File: src/rtl/dma_copy.sv
// Block-copy DMA between the CPU bus and RAM, programmed through a 16-byte register window.
// Latency: START in cycle T -> cpu_RDY low T+1..T+2L+1, bus returned at T+2L+2 (2 cycles/byte).
// Backpressure: none accepted; the engine stalls the CPU with cpu_RDY while it owns the RAM bus.
module dma_copy #(
    parameter logic [23:0] REG_BASE = 24'hFFFFE0
) (
    input  logic        clk,
    input  logic        reset,
    input  logic [23:0] cpu_AB,
    input  logic [7:0]  cpu_DO,
    input  logic        cpu_WE,
    output logic [7:0]  cpu_DI,
    output logic        cpu_RDY,
    output logic [23:0] AB,
    output logic [7:0]  DO,
    output logic        WE,
    input  logic [7:0]  DI,
    output logic        irq,
    output logic        busy
);

    typedef enum logic [1:0] {
        ST_IDLE   = 2'd0,
        ST_READ   = 2'd1,
        ST_WRITE  = 2'd2,
        ST_RESUME = 2'd3
    } state_t;

    localparam logic [3:0] OFF_SRC0 = 4'h0;
    localparam logic [3:0] OFF_SRC1 = 4'h1;
    localparam logic [3:0] OFF_SRC2 = 4'h2;
    localparam logic [3:0] OFF_DST0 = 4'h3;
    localparam logic [3:0] OFF_DST1 = 4'h4;
    localparam logic [3:0] OFF_DST2 = 4'h5;
    localparam logic [3:0] OFF_LEN0 = 4'h6;
    localparam logic [3:0] OFF_LEN1 = 4'h7;
    localparam logic [3:0] OFF_CTRL = 4'h8;

    state_t      state_q, state_d;
    logic [23:0] src_q, src_d;
    logic [23:0] dst_q, dst_d;
    logic [15:0] len_q, len_d;
    logic        ie_q, ie_d;
    logic        done_q, done_d;
    logic        sel_q, sel_d;
    logic [7:0]  rdata_q, rdata_d;

    logic        in_win;
    logic [3:0]  reg_off;
    logic        reg_wr;
    logic [7:0]  reg_rdata;

    // Window decode: upper 20 address bits select the register block.
    always_comb begin
        in_win  = (cpu_AB[23:4] == REG_BASE[23:4]);
        reg_off = cpu_AB[3:0];
        // Register writes only land while the CPU owns the bus.
        reg_wr  = (state_q == ST_IDLE) && cpu_WE && in_win;
    end

    // Register read mux; START always reads back as 0, unused offsets read 00.
    always_comb begin
        reg_rdata = 8'h00;
        case (reg_off)
            OFF_SRC0: reg_rdata = src_q[7:0];
            OFF_SRC1: reg_rdata = src_q[15:8];
            OFF_SRC2: reg_rdata = src_q[23:16];
            OFF_DST0: reg_rdata = dst_q[7:0];
            OFF_DST1: reg_rdata = dst_q[15:8];
            OFF_DST2: reg_rdata = dst_q[23:16];
            OFF_LEN0: reg_rdata = len_q[7:0];
            OFF_LEN1: reg_rdata = len_q[15:8];
            OFF_CTRL: reg_rdata = {done_q, 5'b00000, ie_q, 1'b0};
            default:  reg_rdata = 8'h00;
        endcase
    end

    // Next-state logic: register writes, START decode and copy address/length stepping.
    always_comb begin
        state_d = state_q;
        src_d   = src_q;
        dst_d   = dst_q;
        len_d   = len_q;
        ie_d    = ie_q;
        done_d  = done_q;
        // Read capture mirrors the RAM's one-cycle registered read.
        sel_d   = in_win;
        rdata_d = reg_rdata;

        unique case (state_q)
            ST_IDLE: begin
                if (reg_wr) begin
                    case (reg_off)
                        OFF_SRC0: src_d[7:0]   = cpu_DO;
                        OFF_SRC1: src_d[15:8]  = cpu_DO;
                        OFF_SRC2: src_d[23:16] = cpu_DO;
                        OFF_DST0: dst_d[7:0]   = cpu_DO;
                        OFF_DST1: dst_d[15:8]  = cpu_DO;
                        OFF_DST2: dst_d[23:16] = cpu_DO;
                        OFF_LEN0: len_d[7:0]   = cpu_DO;
                        OFF_LEN1: len_d[15:8]  = cpu_DO;
                        OFF_CTRL: begin
                            ie_d = cpu_DO[1];
                            if (cpu_DO[7]) begin
                                done_d = 1'b0;
                            end
                            // A zero-length start completes at once without touching the bus.
                            if (cpu_DO[0]) begin
                                if (len_q != 16'h0000) begin
                                    state_d = ST_READ;
                                end else begin
                                    done_d = 1'b1;
                                end
                            end
                        end
                        default: ;
                    endcase
                end
            end
            ST_READ: begin
                state_d = ST_WRITE;
            end
            ST_WRITE: begin
                // Addresses wrap naturally at 24 bits.
                src_d = src_q + 24'd1;
                dst_d = dst_q + 24'd1;
                len_d = len_q - 16'd1;
                if (len_q == 16'd1) begin
                    done_d  = 1'b1;
                    state_d = ST_RESUME;
                end else begin
                    state_d = ST_READ;
                end
            end
            ST_RESUME: begin
                state_d = ST_IDLE;
            end
            default: begin
                state_d = ST_IDLE;
            end
        endcase
    end

    // Bus steering: CPU passes through in IDLE, engine drives the RAM otherwise.
    always_comb begin
        AB      = cpu_AB;
        DO      = cpu_DO;
        WE      = 1'b0;
        cpu_RDY = 1'b1;
        busy    = 1'b0;
        unique case (state_q)
            ST_IDLE: begin
                // Register-window writes must never reach the RAM.
                WE = cpu_WE && !in_win;
            end
            ST_READ: begin
                AB      = src_q;
                cpu_RDY = 1'b0;
                busy    = 1'b1;
            end
            ST_WRITE: begin
                AB      = dst_q;
                DO      = DI;
                WE      = 1'b1;
                cpu_RDY = 1'b0;
                busy    = 1'b1;
            end
            ST_RESUME: begin
                // Re-present the held CPU address so the RAM output matches it again.
                AB      = cpu_AB;
                cpu_RDY = 1'b0;
                busy    = 1'b1;
            end
            default: ;
        endcase
    end

    // CPU read data and interrupt level.
    always_comb begin
        cpu_DI = sel_q ? rdata_q : DI;
        irq    = done_q & ie_q;
    end

    // State register; async reset returns everything to a clean idle.
    always_ff @(posedge clk or posedge reset) begin
        if (reset) begin
            state_q <= ST_IDLE;
            src_q   <= 24'h000000;
            dst_q   <= 24'h000000;
            len_q   <= 16'h0000;
            ie_q    <= 1'b0;
            done_q  <= 1'b0;
            sel_q   <= 1'b0;
            rdata_q <= 8'h00;
        end else begin
            state_q <= state_d;
            src_q   <= src_d;
            dst_q   <= dst_d;
            len_q   <= len_d;
            ie_q    <= ie_d;
            done_q  <= done_d;
            sel_q   <= sel_d;
            rdata_q <= rdata_d;
        end
    end

endmodule

File: config.mk
export PLATFORM = sky130hd
export DESIGN_NAME = dma_copy
export DESIGN_NICKNAME = d
export VERILOG_FILES = /design/src/rtl/dma_copy.sv
export SDC_FILE = /design/constraint.sdc
export NUM_CORES = 1
export LEC_CHECK = 0
export CORE_ASPECT_RATIO = 0.75
export CORE_MARGIN = 3
export CORE_UTILIZATION = 35
export CTS_CLUSTER_DIAMETER = 40
export CTS_CLUSTER_SIZE = 16
export DETAILED_ROUTE_END_ITERATION = 10
export GPL_ROUTABILITY_DRIVEN = 0
export PLACE_DENSITY = 0.66
export SLEW_MARGIN = 10
export SYNTH_ARGS = -nofsm -noshare
export SYNTH_HDL_FRONTEND = slang
export SYNTH_SLANG_ARGS = --single-unit
File: constraint.sdc
create_clock -name clk -period 6.21 [get_ports clk]
set_clock_uncertainty 0.15 [all_clocks]
set_input_delay 1.863 -clock clk [delete_from_list [all_inputs] [get_ports clk]]
set_output_delay 1.863 -clock clk [all_outputs]
set_load 0.1 [all_outputs]
Word-level counts from Yosys, hierarchy flattened
Cells that the tools add are included.

operators by class
  bitwise gates (word level) = 1
  div/mod/pow operators = 0
  mux-type cells = 34
  multiply operators = 0
  shift operators = 0
  reductions and logical operators = 20
  add/subtract/negate cells = 3
  magnitude comparators = 0
  equality and inequality tests = 26

operator list
  cell                                                    count
  one-hot mux 24 bit (2 select lines)                     3
  two-way mux 8 bit                                       10
  one-hot mux 8 bit (9 select lines)                      1
  adder 24 x 1 -> 24 bit (second input constant)          2
  two-way mux 24 bit                                      2
  one-hot mux 16 bit (2 select lines)                     1
  AND reduction 3 bit                                     9
  == test 20 bit (second input constant)                  1
  inequality test 2 x 1 -> 1 bit (second input constant)  10
  == test 16 x 1 -> 1 bit (second input constant)         1
  == test 4 x 3 -> 1 bit (second input constant)          4
  two-way mux 16 bit                                      1
  nonzero test 16 bit                                     1
  subtractor 16 x 1 -> 16 bit (second input constant)     1
  two-way mux 2 bit                                       5
  == test 4 x 2 -> 1 bit (second input constant)          2
  two-way mux 1 bit                                       8
  one-hot mux 2 bit (4 select lines)                      1
  AND reduction 4 bit                                     2
  inequality test 2 bit (second input constant)           3
  == test 2 bit (second input constant)                   2
  == test 4 x 1 -> 1 bit (second input constant)          1
  == test 4 bit (second input constant)                   1
  zero test 4 bit                                         1
  other kinds (8)                                         11

storage, ports and cells
  output and inout bits = 44
  memory bits (writable) = 0
  memories kept = 0
  register bits = 77
  bits of input ports = 43
  word-level logic and storage cells = 97
  bits in latches = 0
  ROM bits = 0

Depth between registers and ports, before layout
Gate-level depths: netlist of run 1.

  word-level depth = 6
  mapped depth = 9

Worst setup path after synthesis of run 1
No wires, ideal clock.

  path kind = input port to output port
  from = input cpu_AB[17]
  to = output WE
  cell stages on the path = 4
  arrival time = 4.200 ns
  path slack = -0.003 ns
  path through = nand4_1 or4_1 nor2_1 o21ai_0

on the way
  cells in the longest elaborated chain, start to end = 4

RTL lines
  item                                line  RTL
  start: declaration                  9     input logic [23:0] cpu_AB,
  == test 20 bit                      55    in_win = (cpu_AB[23:4] == REG_BASE[23:4]);
  net in_win                          48    logic in_win;
  zero test 1 bit                     154   WE = cpu_WE && !in_win;
  logical AND 1 bit                   154
  one-hot mux 1 bit (2 select lines)  151   unique case (state_q)
  end: declaration                    16    output logic WE,

The timed path passes the listed nets, and every way through them passes these cells.

Final worst setup path of run 1
  from = input cpu_AB[16]
  to = output WE

The elaborated chain is that of the path after synthesis.

==> summary.md, run 1 <==
| Metric | Value |
|---|---|
| Outcome | finished, final reports clean |
| Post-synth net total | 781 |
| Crit path arrival time | 3.70 ns |
| Final Hold Vio Count | 0 |
| Slowest cell on the critical path | or4_1 |
| Footprint of the multi-input gates | 3730 um^2 |
| Critical Path Sink | WE |
| Grt ovf | 0 |
| I/O Buffers | 86 |
| Hold buffer count at CTS | 0 |
| Clock-pin slew on the worst setup and hold paths | 0.06 ns |
| Tmin final | 5.71 ns |
| Core Util, Final | 44.4% |
| Setup crit end kind | primary output |
| Cells after Synth | 730 |
| Post-Synthesis Mean Instance Area | 8.15 um^2 |
| Yosys reg bits | 77 |
| Routed Antenna Nets | 0 |
| Die X | 157 um |
| Register Area | 1930 um^2 |
| Most common cell after layout, fill and taps aside | a21oi_1 |
| CP startpoint | cpu_AB[16] |
| Synth area leader | dfrtp_1 |
| Top post-synthesis cells by area | dfrtp_1 32%, a21oi_1 8.7%, a22oi_1 4.5% |
| Initial antenna violation count | 0 |
| Inserted Clock Buffers | 9 |
| H-tree levels | 3 |
| Layout cells sized above 1 | 13.7% |
| Sink Count | 77 |
| WS Path Type | in -> out |
| CP Buf/Inv Count | 2 |
| Fmax | 175 MHz |
| Clock Latency Late Sink | 0.35 ns |
| CP Depth | 6 |
| Post-CTS sizing | 0 |
| Nets | 833 |
| Area grow syn2layout | 21.9% |
| Max-cap check violation count | 0 |
| HP Class | reg -> reg |
| Synth unique cells | 67 |
| # rows | 40 |
| Worst path top cell family by delay | simple AND/OR/NAND/NOR gates |
| CP peak stage delay | 0.55 ns |
| Part of the Yosys area used for sequential elements | 32.4% |
| DP HPWL | 17.5 mm |
| Fillcell total | 1,622 |
| Post-synth EDFFs | 0 |
| First-pass GRT wire length | 36.1 mm |
| Vias in the first global route | 5,890 |
| RSZ-0062 raised after global routing | no |
| Vias/cell | 6.62 |
| I/O Pins | 87 |
| Final Hold Slack | 0.395 ns |
| Main synth FF type | dfrtp_1 |
| Initial core utilization | 36.5% |
| DR DRC count | 0 |
| Mapped Area | 5950 um^2 |
| Async set-reset flop share out of synthesis | 100% |
| VDD IR max | 0.145 mV |
| Post-CTS Setup Bufs | 0 |
| Die Y | 119 um |
| Drt first pass iters | 5 |
| Overall Global Routing Usage | 25.2% |
| Core area | 16,300 um^2 |
| Clock tree buffer depth | 2 |
| Crit path cell chain | clkdlybuf4s50_1 > nand4_1 > or4_1 > nor2_1 > o21ai_1 > buf_12 |
| CTS tree | built |
| Worst R2R Setup Slack | 2.80 ns |
| R2R cell count | 6 |
| RR Startpoint | state_q[0]$_DFFE_PP0P_ |
| Final setup viols | 0 |
| Routed len/inst | 24.1 um |
| Commonest cells after routing, fill and taps aside | 103 x a21oi_1, 77 x dfrtp_1, 59 x nor2_1 |
| WP data required | 4.20 ns |
| Yosys warnings | 0 |
| Total Wirelength | 24.0 mm |
| Worst slew pin tran | 1.17 ns |
| Final worst path period share | 92.0% |
| Pins Over Slew Limit | 0 |
| Worst R2R End | dst_q[20]$_DFFE_PP0P_ |
| Crit path launch type | primary input |
| Largest net degree at the start of global routing | 50 |
| Die area | 18,600 um^2 |
| DRT iter0 DRCs | 879 |
| Rel. slew slack | 21.8% |
| CTS Root Cell | clkbuf_16 |
| Leakage power | 2.82 nW |
| Via count | 6,599 |
| Critical-path maximum fanout | 3 |
| Share of the synthesized area in the top cell type | 32.4% |
| Setup TNS | 0 ns |
| PD cells | 196 nW/um^2 |
| Diode count | 0 |
[sequential cells by signal, indices dropped and copies added (netlist names)]
name     count
dst_q       24
src_q       24
len_q       16
rdata_q      8
state_q      2
done_q       1
ie_q         1
sel_q        1
[cells by family (layout without fill, tap and decap cells)]
kind of cell | Yosys count | in the layout | synth area share [%]
simple gates | 261 | 261 | 24.2
compound gates | 290 | 290 | 32.7
fa+ha+maj | 8 | 8 | 1.68
buf+inv | 74 | 131 | 5.19
flops | 77 | 77 | 32.4
mux | 20 | 20 | 3.87
[Yosys cell counts, types with 8 or more instances]
| cell | instances |
|---|---|
| a22oi_1 | 36 |
| and2_1 | 8 |
| a31oi_1 | 22 |
| nand3_1 | 38 |
| and3_1 | 16 |
| o22a_1 | 28 |
| buf_2 | 13 |
| dfrtp_1 | 77 |
| nor2_1 | 59 |
| nand4_1 | 20 |
| inv_1 | 14 |
| o21ai_0 | 29 |
| a21oi_1 | 103 |
| nor3_1 | 11 |
| nand2_1 | 54 |
| o22ai_1 | 11 |
| and4_1 | 9 |
| a2bb2oi_1 | 8 |
| mux2_2 | 14 |
| clkbuf_1 | 38 |
| ha_1 | 8 |
[per-layer routing]
metal,global-route usage (%),vias to the layer above,part of all wire [%],wire [um]
met5,0,-,0,0
met4,6.51,0,3.1,739
met3,8.32,62,14,3400
met2,33.0,459,39,9450
met1,39.0,3148,43,10400
li1,-,2930,-,-
[cell type report]
cell class	instances	area share [%]
timing repair buffer	101	12.9
multi-input combinational	579	51.5
clock inverter	4	1.31
clock buffer	12	3.40
tap	210	3.62
inverter	14	0.742
sequential	77	26.6
[how the worst min path moves through the flow]
stage / start / endpoint / slack (ns) / cells past startpoint
final: ie_q$_DFFE_PP0P_ / ie_q$_DFFE_PP0P_ / 0.40 / 1
after global routing: ie_q$_DFFE_PP0P_ / ie_q$_DFFE_PP0P_ / 0.42 / 1
after CTS: ie_q$_DFFE_PP0P_ / ie_q$_DFFE_PP0P_ / 0.39 / 1
after detailed placement: ie_q$_DFFE_PP0P_ / ie_q$_DFFE_PP0P_ / 0.37 / 1
after global placement: ie_q$_DFFE_PP0P_ / ie_q$_DFFE_PP0P_ / 0.36 / 1
after floorplan: ie_q$_DFFE_PP0P_ / ie_q$_DFFE_PP0P_ / 0.34 / 1
[per-stage QoR]
| stage | total power, mW | std cells | worst slack (ns) | area, um^2 |
|---|---|---|---|---|
| 2_1_floorplan | 0.703 | 730 | 0.308 | 5950 |
| 3_3_place_gp | 0.800 | 981 | 0.524 | 6900 |
| 3_5_place_dp | 0.801 | 981 | 0.518 | 6900 |
| 4_1_cts | 1.42 | 997 | 0.523 | 7250 |
| 5_1_grt | 1.46 | 997 | 0.424 | 7250 |
| 6_report | 1.42 | 997 | 0.497 | 7250 |
[power breakdown]
group | internal [mW] | switching [mW] | total (mW)
combinational | 0.0795 | 0.188 | 0.267
sequential | 0.511 | 0.0173 | 0.529
clock | 0.404 | 0.221 | 0.624
total | 0.995 | 0.426 | 1.42
No activity file was read; power rests on OpenSTA's default activity.
==> run 2, diff against run 1 <==
--- a/config.mk
+++ b/config.mk
@@ -5,6 +5,7 @@
 export SDC_FILE = /design/constraint.sdc
 export NUM_CORES = 1
 export LEC_CHECK = 0
+export CAP_MARGIN = 40
 export CORE_ASPECT_RATIO = 0.75
 export CORE_MARGIN = 3
 export CORE_UTILIZATION = 35
@@ -13,6 +14,7 @@
 export DETAILED_ROUTE_END_ITERATION = 10
 export GPL_ROUTABILITY_DRIVEN = 0
 export PLACE_DENSITY = 0.66
+export REMOVE_ABC_BUFFERS = 1
 export SLEW_MARGIN = 10
 export SYNTH_ARGS = -nofsm -noshare
 export SYNTH_HDL_FRONTEND = slang
==> run 2 against run 1 <==
Effect of this change:
- global-route usage is 1.1 points lower
- worst hold slack better by 0.050 ns
- core utilization is 0.31 points higher
- maximum frequency is 3.7% lower
- wire length is 4.9% lower
- cell area is 0.69% higher
- via count is 0.26% lower
- combinational power hardly changed
- non-clock buffer count is 8 higher
- cell count is 0.80% higher
- critical path depth stayed put
- critical path type unchanged
- largest cell class unchanged
- largest power group unchanged
==> summary.md, run 2 (synthesized netlist as in run 1, its figures left out) <==
| Metric | Value |
|---|---|
| Clock-pin slew on the worst setup and hold paths | 0.06 ns (about the same) |
| Vias/cell | 6.55 (-1.1%) |
| Final Hold Slack | 0.445 ns (+0.0502 ns) |
| First-pass GRT wire length | 35.0 mm (-3.3%) |
| Via count | 6,582 (-0.26%) |
| Slowest cell on the critical path | or4_1 |
| Die X | 157 um (unchanged) |
| Post-CTS Setup Bufs | 0 (unchanged) |
| WP data required | 4.20 ns (about the same) |
| Die Y | 119 um (unchanged) |
| Tmin final | 5.93 ns (+0.219 ns) |
| Nets | 841 (+0.96%) |
| DR DRC count | 0 (unchanged) |
| Post-layout instance area | 7300 um^2 (+0.69%) |
| Clock Latency Late Sink | 0.35 ns (about the same) |
| Inserted Clock Buffers | 9 (unchanged) |
| Die area | 18,600 um^2 (unchanged) |
| I/O Pins | 87 (unchanged) |
| Hold buffer count at CTS | 0 (unchanged) |
| CTS tree | built |
| Outcome | finished, final reports clean |
| Net Sw Frac | 31.2% (+1.2 points) |
| Pins Over Slew Limit | 0 (unchanged) |
| H-tree levels | 3 (unchanged) |
| DP HPWL | 16.7 mm (-4.7%) |
| Crit path cell chain | clkdlybuf4s50_1 > nand4_1 > or4_1 > nor2_1 > o21ai_0 > buf_12 |
| Initial antenna violation count | 0 (unchanged) |
| CTS Root Cell | clkbuf_16 |
| Max-cap check violation count | 0 (unchanged) |
| Critical-path maximum fanout | 3 (unchanged) |
| Commonest cells after routing, fill and taps aside | 103 x a21oi_1, 77 x dfrtp_1, 59 x nor2_1 |
| Layout cells sized above 1 | 14.7% (+0.99 points) |
| Core Util, Final | 44.8% (+0.31 points) |
| Most common cell after layout, fill and taps aside | a21oi_1 |
| Seq pwr share | 38.9% (+1.7 points) |
| Clock Power Share | 41.5% (-2.5 points) |
| Largest net degree at the start of global routing | 69 (+38%) |
| Fmax | 169 MHz (-3.7%) |
| # rows | 40 (unchanged) |
| Placed inst area | 6990 um^2 (+1.3%) |
| I/O Buffers | 86 (unchanged) |
| HP Class | reg -> reg |
| Grt ovf | 0 (unchanged) |
| RSZ-0062 raised after global routing | no |
| Rel. slew slack | 38.3% (+17 points) |
| CP peak stage delay | 0.71 ns (+0.16 ns) |
| Final Hold Vio Count | 0 (unchanged) |
| Total Wirelength | 22.8 mm (-4.9%) |
| Crit path launch type | primary input |
| Setup TNS | 0 ns (unchanged) |
| Final worst path period share | 95.5% (+3.5 points) |
| WS Path Type | in -> out |
| Non-Filler Instances | 1,005 (+0.80%) |
| Drt first pass iters | 6 (+1) |
| Diode count | 0 (unchanged) |
| Core area | 16,300 um^2 (unchanged) |
| Area grow syn2layout | 22.7% |
| Routed len/inst | 22.7 um (-5.6%) |
| NetSw | 0.423 mW (-0.70%) |
| Routed Antenna Nets | 0 (unchanged) |
| Clock tree buffer depth | 2 (unchanged) |
| Leakage power | 2.86 nW (+1.4%) |
| Sink Count | 77 (unchanged) |
| Comb power frac | 19.6% (+0.8 points) |
| Crit path arrival time | 3.92 ns (+0.22 ns) |
| Setup crit end kind | primary output |
| Top flop regs | dst_q x24, src_q x24, len_q x16 |
| PD cells | 186 nW/um^2 (-5.2%) |
| Fillcell total | 1,594 (-1.7%) |
| Overall Global Routing Usage | 24.1% (-1.1 points) |
| VDD IR max | 0.124 mV (-14%) |
| DRT iter0 DRCs | 1,076 (+22%) |
| Post-CTS sizing | 0 (unchanged) |
| Vias in the first global route | 5,889 (-0.017%) |
| Placed Cells | 989 (+0.82%) |
| Final setup viols | 0 (unchanged) |
| Worst slew pin tran | 0.922 ns (-0.247 ns) |
| Internal power | 0.934 mW (-6.1%) |
| Initial core utilization | 36.5% (unchanged) |
[run 2: changes by cell type in the layout (fill, tap and decap cells not counted)]
| cell | previous run | this run |
|---|---|---|
| a31oi_1 | 21 | 22 |
| a31oi_2 | 1 | 0 |
| buf_4 | 51 | 55 |
| buf_6 | 0 | 1 |
| buf_8 | 0 | 3 |
| bufinv_16 | 3 | 1 |
| clkbuf_1 | 2 | 0 |
| clkbuf_8 | 1 | 3 |
| clkinv_2 | 2 | 4 |
| o21ai_0 | 28 | 29 |
| o21ai_1 | 1 | 0 |
[run 2: metal layers]
layer	wire (um)	track usage, %	part of all wire, %	up-vias
li1	-	-	-	2941
met1	9510	35.8	42	3163
met2	9770	34.4	43	418
met3	2830	6.25	12	60
met4	719	6.51	3.2	0
met5	0	0	0	-
[run 2: stage by stage]
stage / power [mW] / setup slack [ns]
3_5_place_dp: 0.800 / 0.338
4_1_cts: 1.36 / 0.334
3_3_place_gp: 0.798 / 0.342
6_report: 1.36 / 0.278
2_1_floorplan: 0.695 / -1.01
5_1_grt: 1.39 / 0.310
[run 2: power by group through the flow]
| stage | combinational, mW | sequential, mW | clock (mW) |
|---|---|---|---|
| floorplan | 0.165 | 0.529 | 0 |
| global placement | 0.262 | 0.536 | 0 |
| detailed placement | 0.264 | 0.536 | 0 |
| finish | 0.266 | 0.528 | 0.562 |
| global route | 0.278 | 0.529 | 0.584 |
| CTS | 0.265 | 0.527 | 0.568 |
[run 2: area by class of cell]
class / count / area [um^2] / share of cell area (%)
clock inverter: 4 / 45.0 / 0.617
clock buffer: 12 / 267 / 3.65
inverter: 14 / 53.8 / 0.737
tap: 210 / 263 / 3.60
sequential: 77 / 1930 / 26.4
timing repair buffer: 109 / 1020 / 14.0
multi-input combinational: 579 / 3730 / 51.0
[run 2: path summary, 6_finish.rpt]
check                                  startpoint                     to  slack [ns]  cells past startpoint
setup / recovery                       cpu_AB[16]                     WE        0.28                      6
hold / removal                   ie_q$_DFFE_PP0P_       ie_q$_DFFE_PP0P_        0.45                      1
setup reg to reg           state_q[0]$_DFFE_PP0P_  dst_q[10]$_DFFE_PP0P_        2.61                      7
hold reg to reg                  ie_q$_DFFE_PP0P_       ie_q$_DFFE_PP0P_        0.45                      1
max in group asynchronous                   reset   dst_q[9]$_DFFE_PP0P_        3.13                      3
min in group asynchronous                   reset  len_q[11]$_DFFE_PP0P_        1.76                      2
[run 2: worst max-delay path: cells and delay by family]
family	cells	cell delay (ns)
buffers and inverters	2	0.73
AND/OR/NAND/NOR	3	1.16
AO/OA/AOI/OAI	1	0.15
